**config.mk**
```make
export PLATFORM = sky130hd
export DESIGN_NAME = ps2_rx_frame
export DESIGN_NICKNAME = d
export VERILOG_FILES = /design/src/rtl/ps2_pkg.sv /design/src/rtl/ps2_sync_filter.sv /design/src/rtl/ps2_rx_frame.sv
export SDC_FILE = /design/constraint.sdc
export NUM_CORES = 1
export LEC_CHECK = 0
export CAP_MARGIN = 20
export CORE_MARGIN = 2
export CORE_UTILIZATION = 35
export CTS_BUF_LIST = sky130_fd_sc_hd__clkbuf_16
export DETAILED_ROUTE_END_ITERATION = 12
export HOLD_SLACK_MARGIN = 0.03
export MAX_ROUTING_LAYER = met4
export SLEW_MARGIN = 20
export SYNTH_ARGS = -nofsm -noshare
export SYNTH_HDL_FRONTEND = slang
export SYNTH_SLANG_ARGS = --single-unit
```
**constraint.sdc**
```tcl
create_clock -name clk -period 2.8 [get_ports clk]
set_clock_uncertainty 0.05 [all_clocks]
set_input_delay 0.28 -clock clk [delete_from_list [all_inputs] [get_ports clk]]
set_output_delay 0.28 -clock clk [all_outputs]
set_load 0.02 [all_outputs]
```
**src/rtl/ps2_pkg.sv**
```systemverilog
// PS/2 receiver shared types: frame FSM states, prefix codes, parity helper.
// Latency: n/a (types and constants only).
// Backpressure: n/a.
`timescale 1ns/1ps
package ps2_pkg;

    typedef enum logic [1:0] {
        IDLE   = 2'd0,
        DATA   = 2'd1,
        PARITY = 2'd2,
        STOP   = 2'd3
    } ps2_state_t;

    localparam logic [7:0] PS2_EXT_PREFIX = 8'hE0;
    localparam logic [7:0] PS2_BRK_PREFIX = 8'hF0;
    localparam int         PS2_DATA_BITS  = 8;

    // Decoded key event as held on the outputs
    typedef struct packed {
        logic [7:0] code;
        logic       ext;
        logic       brk;
    } key_evt_t;

    // Odd parity: data bits plus parity bit must contain an odd number of ones
    function automatic logic odd_parity_ok(input logic [8:0] bits);
        return ^bits;
    endfunction

endpackage

```
**src/rtl/ps2_sync_filter.sv**
```systemverilog
// Synchronises ps2clk/ps2data, de-glitches ps2clk and emits a falling-edge strobe.
// Latency: fall strobe SYNC_STAGES+FILTER_LEN-1 cycles after the first capturing edge of a pin change.
// Backpressure: none; fall is a free-running 1-cycle strobe.
`timescale 1ns/1ps
module ps2_sync_filter #(
    parameter int SYNC_STAGES = 2,
    parameter int FILTER_LEN  = 8
) (
    input  logic clk,
    input  logic reset,
    input  logic clk_raw,
    input  logic data_raw,
    output logic data_sync,
    output logic fall
);

    localparam int CW = $clog2(FILTER_LEN + 1);

    logic [SYNC_STAGES-1:0] clk_sync;
    logic [SYNC_STAGES-1:0] data_sync_q;
    logic                   clk_s;
    logic                   clk_filt;
    logic [CW-1:0]          stab_cnt;

    assign clk_s     = clk_sync[SYNC_STAGES-1];
    assign data_sync = data_sync_q[SYNC_STAGES-1];

    // Metastability synchronisers; idle-high lines reset to 1
    always_ff @(posedge clk or negedge reset) begin
        if (!reset) begin
            clk_sync    <= '1;
            data_sync_q <= '1;
        end else begin
            clk_sync    <= {clk_sync[SYNC_STAGES-2:0], clk_raw};
            data_sync_q <= {data_sync_q[SYNC_STAGES-2:0], data_raw};
        end
    end

    // Filtered clock follows the synchronised clock only after FILTER_LEN stable cycles
    always_ff @(posedge clk or negedge reset) begin
        if (!reset) begin
            clk_filt <= 1'b1;
            stab_cnt <= '0;
            fall     <= 1'b0;
        end else begin
            fall <= 1'b0;
            if (clk_s != clk_filt) begin
                if (stab_cnt == CW'(FILTER_LEN - 1)) begin
                    clk_filt <= clk_s;
                    stab_cnt <= '0;
                    fall     <= ~clk_s;
                end else begin
                    stab_cnt <= stab_cnt + 1'b1;
                end
            end else begin
                stab_cnt <= '0;
            end
        end
    end

endmodule

```
**src/rtl/ps2_rx_frame.sv**
```systemverilog
// PS/2 device-to-host receiver: 11-bit frames folded with E0/F0 prefixes into key events; PS2_TIMEOUT_EN adds a frame timeout.
// Latency: strobe SYNC_STAGES+FILTER_LEN+1 cycles after the stop-bit falling edge on the ps2clk pin.
// Backpressure: none; key_valid/parity_err/frame_err are 1-cycle strobes the consumer must take.
`timescale 1ns/1ps
module ps2_rx_frame
    import ps2_pkg::*;
#(
    parameter int SYNC_STAGES    = 2,
    parameter int FILTER_LEN     = 8
`ifdef PS2_TIMEOUT_EN
    ,
    parameter int TIMEOUT_CYCLES = 100000
`endif
) (
    input  logic       clk,
    input  logic       reset,
    input  logic       ps2clk,
    input  logic       ps2data,
    output logic [7:0] key_code,
    output logic       key_ext,
    output logic       key_break,
    output logic       key_valid,
    output logic       parity_err,
    output logic       frame_err
);

    ps2_state_t state, state_nxt;
    logic       fall;
    logic       data_s;
    logic [7:0] sr;
    logic [2:0] bit_cnt;
    logic       par_ok;
    logic       ext_pend, brk_pend;
    logic       to_hit;
    logic       ev_key, ev_par, ev_frame, set_ext, set_brk;
    key_evt_t   key_q;

    assign key_code  = key_q.code;
    assign key_ext   = key_q.ext;
    assign key_break = key_q.brk;

    ps2_sync_filter #(
        .SYNC_STAGES (SYNC_STAGES),
        .FILTER_LEN  (FILTER_LEN)
    ) u_sync_filter (
        .clk       (clk),
        .reset     (reset),
        .clk_raw   (ps2clk),
        .data_raw  (ps2data),
        .data_sync (data_s),
        .fall      (fall)
    );

`ifdef PS2_TIMEOUT_EN
    logic [16:0] to_cnt;

    // Inter-edge watchdog: cleared by every fall, runs only inside a frame
    always_ff @(posedge clk or negedge reset) begin
        if (!reset) begin
            to_cnt <= '0;
        end else if (fall || state == IDLE) begin
            to_cnt <= '0;
        end else begin
            to_cnt <= to_cnt + 1'b1;
        end
    end

    assign to_hit = (state != IDLE) && !fall && (to_cnt == 17'(TIMEOUT_CYCLES - 1));
`else
    assign to_hit = 1'b0;
`endif

    // FSM state register
    always_ff @(posedge clk or negedge reset) begin
        if (!reset) state <= IDLE;
        else        state <= state_nxt;
    end

    // Next state: advances on filtered ps2clk falls; timeout aborts to IDLE
    always_comb begin
        state_nxt = state;
        if (to_hit) begin
            state_nxt = IDLE;
        end else if (fall) begin
            case (state)
                IDLE:    if (!data_s) state_nxt = DATA;
                DATA:    if (bit_cnt == 3'(PS2_DATA_BITS - 1)) state_nxt = PARITY;
                PARITY:  state_nxt = STOP;
                STOP:    state_nxt = IDLE;
                default: state_nxt = IDLE;
            endcase
        end
    end

    // Stop-bit verdict: first matching condition wins, errors take precedence over prefixes
    always_comb begin
        ev_key   = 1'b0;
        ev_par   = 1'b0;
        ev_frame = 1'b0;
        set_ext  = 1'b0;
        set_brk  = 1'b0;
        if (to_hit) begin
            ev_frame = 1'b1;
        end else if (fall && state == STOP) begin
            if (!data_s)                  ev_frame = 1'b1;
            else if (!par_ok)             ev_par   = 1'b1;
            else if (sr == PS2_EXT_PREFIX) set_ext  = 1'b1;
            else if (sr == PS2_BRK_PREFIX) set_brk  = 1'b1;
            else                          ev_key   = 1'b1;
        end
    end

    // Deserialiser: LSB-first right shift, bit counter and parity capture
    always_ff @(posedge clk or negedge reset) begin
        if (!reset) begin
            sr      <= '0;
            bit_cnt <= '0;
            par_ok  <= 1'b0;
        end else if (fall) begin
            case (state)
                IDLE:    bit_cnt <= '0;
                DATA: begin
                    sr      <= {data_s, sr[7:1]};
                    bit_cnt <= bit_cnt + 1'b1;
                end
                PARITY:  par_ok <= odd_parity_ok({sr, data_s});
                default: ;
            endcase
        end
    end

    // Event outputs and prefix flags; any emitted strobe consumes the pending prefixes
    always_ff @(posedge clk or negedge reset) begin
        if (!reset) begin
            ext_pend   <= 1'b0;
            brk_pend   <= 1'b0;
            key_q      <= '0;
            key_valid  <= 1'b0;
            parity_err <= 1'b0;
            frame_err  <= 1'b0;
        end else begin
            key_valid  <= ev_key;
            parity_err <= ev_par;
            frame_err  <= ev_frame;
            if (ev_key || ev_par || ev_frame) begin
                ext_pend <= 1'b0;
                brk_pend <= 1'b0;
            end else begin
                if (set_ext) ext_pend <= 1'b1;
                if (set_brk) brk_pend <= 1'b1;
            end
            if (ev_key) begin
                key_q.code <= sr;
                key_q.ext  <= ext_pend;
                key_q.brk  <= brk_pend;
            end
        end
    end

endmodule

```
==> flow_summary_export.csv, run 1 <==
group,metric,value,unit
outcome,status,"finished, final reports clean",
synth,synth_fp_nets,129,
timing,timing.final.crit_share,71.0,%
route,remaining_drc_errors,0,
route,drt_first_iter_violations,86,
synth,sequential_element_share_of_the_synthesized_area,59.8,%
critical_path,worst_ep_required_time,2.92,ns
critical_path,reg2reg_depth,4,
layout,finalCoreUtilization,44.7,%
pwr,power_density,611,mW/mm²
critical_path,critPathBufInv,0,
critical_path,crit_path_end_kind,"flip-flop",
critical_path,crit_chain,"ha_1 -> nand4_1 -> nor2_2 -> mux2_2",
timing,tns,0,ns
pwr,vdd.ir_drop.worst,0.281,mV
synth,yosysWarnings,0,
route,ant_nets,0,
placed_design,place.detailed.hpwl,1860,µm
critical_path,launching_point_of_the_worst_reg2reg_path,"state[1]",
synth,async_reset_ff_share,100,%
die,floorplan.die.height,72.5,µm
critical_path,reg2reg_slack,0.81,ns
timing,relSlewSlack,44.5,%
die,cell_rows,24,
layout,layout.nets,150,
route,drt_pre_antenna_iters,4,
die,die_w,72.5,µm
critical_path,crit_path_top_delay_cell,"sky130_fd_sc_hd__nor2_2",
die,initial_util,36.9,%
synth,yosysMostFrequentCell,"sky130_fd_sc_hd__dfrtp_1",
synth,syn_area,0.00164,mm²
global_route,vias_in_the_first_global_route,1034,
timing,finalHoldViolations,0,
critical_path,data_arrival_time_of_the_worst_path,2.11,ns
layout,diode_insertion_count_for_antenna_repair,0,
synth,post_synth.cell_area_avg,13.9,µm²
placed_design,placement.io_buffers,16,
clocking,cts_sinks,39,
die,core-area,0.00444,mm²
timing,finalCriticalPeriod,1.99,ns
route,routed_via_density,4.96,
global_route,pin_count_of_the_biggest_net_entering_global_routing,40,
synth,netlist.top_cell.by_area,"sky130_fd_sc_hd__dfrtp_1",
route,vias,952,
clocking,clockBufferDepth,2,
placed_design,placed_cells_incl_taps,184,
critical_path,path_max_fanout,13,
synth,yosys.cell_types.count,29,
synth,synth-seq-cells,39,
clocking,insertion_delay,0.28,ns
placed_design,gp_congestion,0.782,
global_route,grt_overflow_total,0,
pwr,static_leakage_power,0.918,nW
timing,timing.fmax,503,MHz
timing,max_slew.worst_pin.slew,0.833,ns
synth,postSynthCellCount,118,
synth,synth.top_cells.by_count,"sky130_fd_sc_hd__dfrtp_1, sky130_fd_sc_hd__mux2_2, sky130_fd_sc_hd__nand2_1, sky130_fd_sc_hd__ha_1",
clocking,clock_buffers_created_by_tritoncts,5,
min_path,hold_path_class,"input port to asynchronous set/reset pin",
critical_path,r2r-end,"key_code[3]",
synth,synth_top_flop_cell,"sky130_fd_sc_hd__dfrtp_1",
route,route.final.wire_length,2680,µm
critical_path,timing.critical_path.from_type,"flip-flop",
clocking,clk_slew_on_worst_s_h_paths,0.06,ns
global_route,antenna_violations_before_repair,0,
clocking,postCtsResizedCells,0,
global_route,grt_usage,12.6,%
layout,share_of_final_layout_standard_cells_stronger_than_drive_strength_1,22.9,%
layout,synthToLayoutAreaGrowth,21.0,%
job,maxCapViolCount,0,
timing,count_of_final_max_slew_check_failures,0,
synth,synth_area_leaders,"sky130_fd_sc_hd__dfrtp_1, sky130_fd_sc_hd__mux2_2, sky130_fd_sc_hd__dfstp_2",
clocking,cts_root_buf,"sky130_fd_sc_hd__clkbuf_16",
synth,synth-edff-count,0,
route,avgRoutedWirePerCell,14.0,µm
clocking,htree_levels,2,
timing,setup_violations,0,
layout,fillCellCount,406,
clocking,ctsHoldBuffers,0,
layout,layout.cells.non_filler,192,
clocking,postCtsSetupRepairBufs,0,
die,dieArea,0.00525,mm²
global_route,grt_pass1_wl,4790,µm
clocking,cts_tree,"yes",
critical_path,critPathMaxStageDelay,0.62,ns
critical_path,critPathTopFamily,"simple AND/OR/NAND/NOR gates",
synth,synth_largest_type_area_fraction,51.8,%
critical_path,criticalPathCategory,"flip-flop to flip-flop",
die,ioPinCount,17,
timing,grt_setup_unrepaired,"false",
-- flip-flops by register name, indices dropped and copies added, names as in the netlist --
name	count
key_code	8
sr	8
u_sync_filter.stab_cnt	4
bit_cnt	3
state	2
u_sync_filter.clk_sync	2
u_sync_filter.data_sync_q	2
brk_pend	1
ext_pend	1
frame_err	1
key_break	1
key_ext	1
key_valid	1
par_ok	1
parity_err	1
u_sync_filter.clk_filt	1
u_sync_filter.fall	1
-- layer usage --
layer,vias up,part of all wire [%],track usage (%)
li1,456,-,-
met1,468,47,15.0
met2,22,47,19.5
met3,6,3.9,3.33
met4,0,2.1,6.79
met5,-,0,-
-- how the worst max path moves through the flow --
stage / slack, ns / startpoint / endpoint / depth (start not counted)
floorplan: 1.24 / state[1] / key_break / 5
global placement: 0.91 / state[1] / key_code[2] / 4
detailed placement: 0.84 / state[1] / key_code[3] / 4
CTS: 0.83 / state[1] / key_code[3] / 4
global route: 0.69 / state[1] / key_code[3] / 4
finish: 0.81 / state[1] / key_code[3] / 4
-- through the flow --
stage / setup WS, ns / total power [mW] / hold WS [ns] / instance area [µm²]
floorplan: 1.24 / 0.669 / -0.0656 / 1640
global placement: 0.909 / 0.691 / 0.297 / 1850
detailed placement: 0.842 / 0.697 / 0.299 / 1850
CTS: 0.826 / 1.23 / 0.0855 / 1990
global route: 0.688 / 1.27 / 0.142 / 1990
finish: 0.813 / 1.21 / 0.0479 / 1990
-- area by class of cell --
cell class                      count  area (µm²)  share of cell area, %
Clock buffer                        5         125                   6.30
Clock inverter                      3        15.0                  0.756
Inverter                            3        11.3                  0.567
Multi-Input combinational cell     74         632                   31.8
Sequential cell                    39         982                   49.5
Tap cell                           52        65.1                   3.28
Timing Repair Buffer               16         155                   7.81
-- power breakdown --
part | switching [mW] | total, mW | internal (mW)
combinational | 0.0332 | 0.0663 | 0.0330
clock | 0.206 | 0.529 | 0.323
sequential | 0.0207 | 0.618 | 0.597
-- cell families (layout without fill, tap and decap cells) --
family | count (synthesis) | in the layout | synth area share, %
AOI/OAI and AO/OA | 12 | 12 | 4.95
DFF | 39 | 39 | 59.8
and+or+nand+nor | 28 | 28 | 9.07
xor gates and xnor gates | 9 | 9 | 5.64
buffers and inverters | 5 | 27 | 1.68
adders and majority gates | 7 | 7 | 5.34
muxes | 18 | 18 | 13.5
-- placed cells by master, fill, tap and decap left out --
cell / instances
sky130_fd_sc_hd__ha_1: 7
sky130_fd_sc_hd__nor3b_1: 3
sky130_fd_sc_hd__mux2_4: 5
sky130_fd_sc_hd__nand2_1: 8
sky130_fd_sc_hd__o22a_1: 1
sky130_fd_sc_hd__a311oi_1: 2
sky130_fd_sc_hd__buf_2: 1
sky130_fd_sc_hd__inv_1: 3
sky130_fd_sc_hd__nor4_2: 1
sky130_fd_sc_hd__nand2b_1: 1
sky130_fd_sc_hd__clkdlybuf4s50_1: 15
sky130_fd_sc_hd__o21ai_1: 1
sky130_fd_sc_hd__nor2_1: 6
sky130_fd_sc_hd__nand4b_1: 1
sky130_fd_sc_hd__dfrtp_1: 34
sky130_fd_sc_hd__a32o_1: 2
sky130_fd_sc_hd__a21oi_1: 3
sky130_fd_sc_hd__nor2_2: 1
sky130_fd_sc_hd__mux2_2: 13
sky130_fd_sc_hd__nor2b_1: 1
sky130_fd_sc_hd__xor2_1: 2
sky130_fd_sc_hd__o21ai_0: 3
sky130_fd_sc_hd__dfstp_2: 5
sky130_fd_sc_hd__clkinv_1: 2
sky130_fd_sc_hd__clkinvlp_4: 1
sky130_fd_sc_hd__nor3_1: 2
sky130_fd_sc_hd__nand3_1: 2
sky130_fd_sc_hd__xnor3_1: 1
sky130_fd_sc_hd__nand4_1: 1
sky130_fd_sc_hd__xnor2_1: 6
sky130_fd_sc_hd__nand3b_1: 1
sky130_fd_sc_hd__clkbuf_16: 5
Power figures use the tool's default switching activity.
==> inputs of run 2 (changes only) <==
- clock period: 2.8 -> 2 ns (I/O delays scaled with it)
==> run 2 against run 1 <==
Global-route usage is 0.70 points lower. Clock power is 37% higher. Sequential share of layout area is 0.37 points lower. Via count is 0.74% higher. Routed wire length is 0.60% lower. First-iteration DRC count is 15% lower. Combinational power is 44% higher. Clock-buffer cell count stayed put. Total power is 39% higher. Final cell count is 1.0% higher. Largest power group unchanged.
==> flow_summary_export.csv, run 2 (synthesis results as in run 1) <==
group,metric,value,unit
clocking,cts_sinks,39,
clocking,cts_root_buf,"sky130_fd_sc_hd__clkbuf_16",
clocking,htree_levels,2,
critical_path,reg2reg_slack,0.23,ns
timing,grt_setup_unrepaired,"false",
route,remaining_drc_errors,0,
placed_design,gp_congestion,0.751,
global_route,antenna_violations_before_repair,0,
die,cell_rows,24,
critical_path,crit_path_top_delay_cell,"sky130_fd_sc_hd__dfrtp_1",
timing,relSlewSlack,44.4,%
die,ioPinCount,17,
route,top_signal_layer_used,"met4",
route,drt_pre_antenna_iters,4,
timing,max_slew.worst_pin.slew,0.835,ns
critical_path,critPathBufInv,1,
timing,timing.fmax,565,MHz
layout,layout.nets,152,
clocking,clk_slew_on_worst_s_h_paths,0.05,ns
route,met3_wirelength,137,µm
pwr,vdd.ir_drop.worst,0.581,mV
layout,layout.cells.most_common_list,"sky130_fd_sc_hd__dfrtp_1, sky130_fd_sc_hd__clkdlybuf4s50_1, sky130_fd_sc_hd__mux2_2",
route,avgRoutedWirePerCell,13.7,µm
die,die_w,72.5,µm
route,route.final.wire_length,2670,µm
route,met2_length,1220,µm
critical_path,critPathTopFamily,"simple AND/OR/NAND/NOR gates",
die,core-area,0.00444,mm²
clocking,cts_tree,"yes",
pwr,totalPowerFinal,1.68,mW
critical_path,critPathMaxStageDelay,0.39,ns
job,maxCapViolCount,0,
layout,synthToLayoutAreaGrowth,21.9,%
timing,timing.final.crit_share,88.5,%
route,wl_met1,1270,µm
route,routed_via_density,4.94,
global_route,grt_pass1_wl,4630,µm
global_route,grt_overflow_total,0,
min_path,hold_path_class,"input port to flip-flop",
critical_path,path_max_fanout,10,
die,dieArea,0.00525,mm²
timing,setup_violations,0,
die,floorplan.die.height,72.5,µm
layout,layout.cells.most_common,"sky130_fd_sc_hd__dfrtp_1",
clocking,postCtsResizedCells,0,
outcome,status,"finished, final reports clean",
global_route,vias_in_the_first_global_route,982,
critical_path,criticalPathCategory,"flip-flop to flip-flop",
clocking,clock_buffers_created_by_tritoncts,5,
global_route,pin_count_of_the_biggest_net_entering_global_routing,40,
timing,tns,0,ns
global_route,grt_usage,11.9,%
critical_path,worst_ep_required_time,2.11,ns
pwr,static_leakage_power,0.939,nW
timing,count_of_final_max_slew_check_failures,0,
timing,finalHoldViolations,0,
route,vias,959,
critical_path,data_arrival_time_of_the_worst_path,1.88,ns
critical_path,crit_chain,"ha_1 -> nand4_1 -> nor2_2 -> buf_4 -> mux2_4",
pwr,power_density,842,mW/mm²
route,ant_nets,0,
placed_design,place.detailed.hpwl,1830,µm
layout,share_of_final_layout_standard_cells_stronger_than_drive_strength_1,23.2,%
layout,fillCellCount,407,
layout,diode_insertion_count_for_antenna_repair,0,
clocking,clockBufferDepth,2,
timing,finalCriticalPeriod,1.77,ns
clocking,insertion_delay,0.28,ns
die,initial_util,36.9,%
route,drt_first_iter_violations,73,
placed_design,placement.io_buffers,16,
critical_path,timing.critical_path.from_type,"flip-flop",
critical_path,crit_path_end_kind,"flip-flop",
run 2: cell count changes in the layout (fill, tap and decap cells not counted), sizes merged:
| cell | change |
|---|---|
| clkinv | -1 |
| buf | +1 |
| clkinvlp | -1 |
| inv | +2 |
| dlygate4sd3 | +1 |
run 2: routing by layer:
metal | vias to the layer above | track usage (%)
met5 | - | -
met2 | 22 | 18.1
li1 | 459 | -
met4 | 0 | 4.32
met1 | 472 | 14.3
met3 | 6 | 4.72
run 2: final cells by class:
| cell class | count | area [µm²] | share of cell area, % |
|---|---|---|---|
| sequential | 39 | 982 | 49.1 |
| multi-input combinational | 74 | 632 | 31.6 |
| tap | 52 | 65.1 | 3.25 |
| inverter | 3 | 11.3 | 0.563 |
| clock inverter | 3 | 12.5 | 0.625 |
| clock buffer | 5 | 125 | 6.25 |
| timing repair buffer | 18 | 173 | 8.63 |
run 2: path summary, 6_finish.rpt:
check / from / end / cells after the start
max: state[1] / key_ext / 5
min: ps2clk / u_sync_filter.clk_sync[0] / 1
max reg2reg: state[1] / key_ext / 5
min reg2reg: u_sync_filter.clk_sync[0] / u_sync_filter.clk_sync[1] / 0
max in group asynchronous: reset / u_sync_filter.stab_cnt[2] / 2
min in group asynchronous: reset / parity_err / 2
run 2: timing repair:
action | CTS | global route
endpoints found under the hold margin | 34 | 0
hold buffers | 1 | 0
setup buffers | 0 | 0
run 2: metrics by stage:
step | util [%] | std cells | worst slack (ns) | cell area [µm²] | hold slack (ns)
final | 45.0 | 194 | 0.231 | 2000 | 0.283
after detailed placement | 41.7 | 185 | 0.214 | 1850 | 0.300
after global placement | 41.7 | 185 | 0.297 | 1850 | 0.289
after floorplan | - | 118 | 0.443 | 1640 | -0.146
after global routing | 45.0 | 194 | 0.0906 | 2000 | 0.286
after CTS | 45.0 | 194 | 0.196 | 2000 | 0.278
run 2: power breakdown:
part           leakage [nW]  switching, mW  internal, mW
registers             0.525         0.0283         0.836
clock network        0.0762          0.275         0.449
logic                 0.337         0.0480        0.0477
==> inputs of run 3 (changes only) <==
==> constraint.sdc (replaced) <==
create_clock -name clk -period 2 [get_ports clk]
set_clock_uncertainty 0.05 [all_clocks]
set_input_delay 0.3 -clock clk [delete_from_list [all_inputs] [get_ports clk]]
set_output_delay 0.3 -clock clk [all_outputs]
set_load 0.02 [all_outputs]
==> run 3 against run 2 <==
Critical path depth did not move. Final cell count did not move. Global-route usage rose by 0.089 points. Flip-flop and latch count did not move. Die area did not move. Register-to-register slack got worse by 0.02 ns. Sequential share of layout area rose by 0.061 points. Sequential power barely moved. Non-clock buffer count did not move. Clock-buffer cell count did not move. Routed wire length rose by 0.19%. Critical endpoint unchanged. Largest power group unchanged.
==> flow_summary_export.csv, run 3 (synthesis results as in run 1) <==
group,metric,value,unit
die,floorplan.die.height,72.5,µm
global_route,grt_overflow_total,0,
timing,relSlewSlack,68.2,%
layout,diode_insertion_count_for_antenna_repair,0,
layout,layout.cells.non_filler,194,
timing,max_slew.worst_pin.slew,0.477,ns
placed_design,postPlaceCellArea,0.00186,mm²
die,core-area,0.00444,mm²
critical_path,timing.critical_path.from_type,"flip-flop",
critical_path,criticalPathCategory,"flip-flop to flip-flop",
critical_path,launching_point_of_the_worst_reg2reg_path,"state[1]",
placed_design,gp_congestion,0.749,
layout,layout.nets,152,
pwr,power_density,842,mW/mm²
timing,tns,0,ns
route,remaining_drc_errors,0,
critical_path,r2r-end,"key_ext",
critical_path,path_max_fanout,10,
timing,setup_violations,0,
layout,layout.cells.most_common,"sky130_fd_sc_hd__dfrtp_1",
pwr,power_frac_clock,42.8,%
clocking,clockBufferDepth,2,
route,route.final.wire_length,2670,µm
placed_design,placement.io_buffers,16,
pwr,vdd.ir_drop.worst,0.425,mV
global_route,pin_count_of_the_biggest_net_entering_global_routing,40,
clocking,cts_root_buf,"sky130_fd_sc_hd__clkbuf_16",
global_route,grt_pass1_wl,4680,µm
clocking,htree_levels,2,
outcome,status,"finished, final reports clean",
critical_path,data_arrival_time_of_the_worst_path,1.89,ns
global_route,antenna_violations_before_repair,0,
placed_design,place.detailed.hpwl,1830,µm
die,die_w,72.5,µm
die,ioPinCount,17,
clocking,insertion_delay,0.27,ns
die,initial_util,36.9,%
timing,timing.fmax,560,MHz
clocking,ctsHoldBuffers,0,
critical_path,crit_path_end_kind,"flip-flop",
clocking,cts_sinks,39,
clocking,clock_buffers_created_by_tritoncts,5,
clocking,postCtsResizedCells,0,
pwr,power.switching,0.350,mW
placed_design,placed_cells_incl_taps,186,
route,vias,974,
route,drt_pre_antenna_iters,4,
pwr,proportion_of_power_drawn_by_combinational_gates,5.7,%
job,maxCapViolCount,0,
critical_path,reg2reg_slack,0.22,ns
timing,finalHoldViolations,0,
clocking,clk_slew_on_worst_s_h_paths,0.05,ns
clocking,postCtsSetupRepairBufs,0,
pwr,share_seq_of_total_power,51.5,%
global_route,grt_usage,12.0,%
layout,finalCoreUtilization,45.0,%
layout,layout.cells.most_common_list,"sky130_fd_sc_hd__dfrtp_1, sky130_fd_sc_hd__clkdlybuf4s50_1, sky130_fd_sc_hd__mux2_2",
pwr,cell_internal_pwr,1.33,mW
layout,finish.instance_area,0.00200,mm²
pwr,static_leakage_power,0.939,nW
critical_path,reg2reg_depth,5,
timing,grt_setup_unrepaired,"false",
layout,share_of_final_layout_standard_cells_stronger_than_drive_strength_1,23.9,%
route,drt_first_iter_violations,118,
timing,finalCriticalPeriod,1.78,ns
min_path,hold_path_class,"input port to asynchronous set/reset pin",
critical_path,worst_ep_required_time,2.11,ns
route,ant_nets,0,
timing,count_of_final_max_slew_check_failures,0,
route,routed_via_density,5.02,
die,cell_rows,24,
die,dieArea,0.00525,mm²
pwr,totalPowerFinal,1.68,mW
pwr,power.share.switching,20.8,%
clocking,cts_tree,"yes",
route,avgRoutedWirePerCell,13.8,µm
timing,timing.final.crit_share,89.2,%
global_route,vias_in_the_first_global_route,968,
layout,synthToLayoutAreaGrowth,21.7,%
-- run 3: cell count changes in the layout (fill, tap and decap cells not counted) --
cell and change:
sky130_fd_sc_hd__buf_4 +1, sky130_fd_sc_hd__dlygate4sd3_1 -1
-- run 3: layout make-up --
class	instances	area, µm²
Fill cell	411	2450
Sequential cell	39	982
Multi-Input combinational cell	74	632
Timing Repair Buffer	18	170
Clock buffer	5	125
Tap cell	52	65.1
Clock inverter	3	12.5
Inverter	3	11.3
-- run 3: worst max path at each step --
stage	from	endpoint	depth (start not counted)
2_1_floorplan	state[1]	key_break	5
3_3_place_gp	state[1]	key_ext	5
3_5_place_dp	state[1]	key_code[5]	5
4_1_cts	state[1]	key_ext	5
5_1_grt	state[1]	key_ext	5
6_report	state[1]	key_ext	5
-- run 3: critical path: stages (launching register included) --
cell                      delay (ns)
sky130_fd_sc_hd__dfrtp_1        0.39
sky130_fd_sc_hd__ha_1           0.23
sky130_fd_sc_hd__nand4_1        0.19
sky130_fd_sc_hd__nor2_2         0.25
sky130_fd_sc_hd__buf_4          0.24
sky130_fd_sc_hd__mux2_4         0.31
-- run 3: per-stage QoR --
stage / worst slack (ns) / hold WS (ns)
after global placement: 0.296 / 0.298
final: 0.215 / 0.0190
after global routing: 0.0640 / 0.0692
after CTS: 0.193 / 0.0429
after floorplan: 0.443 / -0.0456
after detailed placement: 0.210 / 0.300
-- run 3: metal layers --
layer  GRT usage, %  routed length (µm)  share of wire (%)
met1           15.1                1220                 46
met2           18.1                1280                 48
met3           3.75                 128                4.8
met4           4.32                  40                1.5
met5              -                   0                  0
-- run 3: power groups by stage --
stage | sequential, mW | combinational [mW] | clock, mW
finish | 0.867 | 0.0957 | 0.720
global route | 0.873 | 0.112 | 0.782
CTS | 0.866 | 0.0997 | 0.738
detailed placement | 0.879 | 0.0997 | 0
global placement | 0.875 | 0.0929 | 0
floorplan | 0.871 | 0.0650 | 0
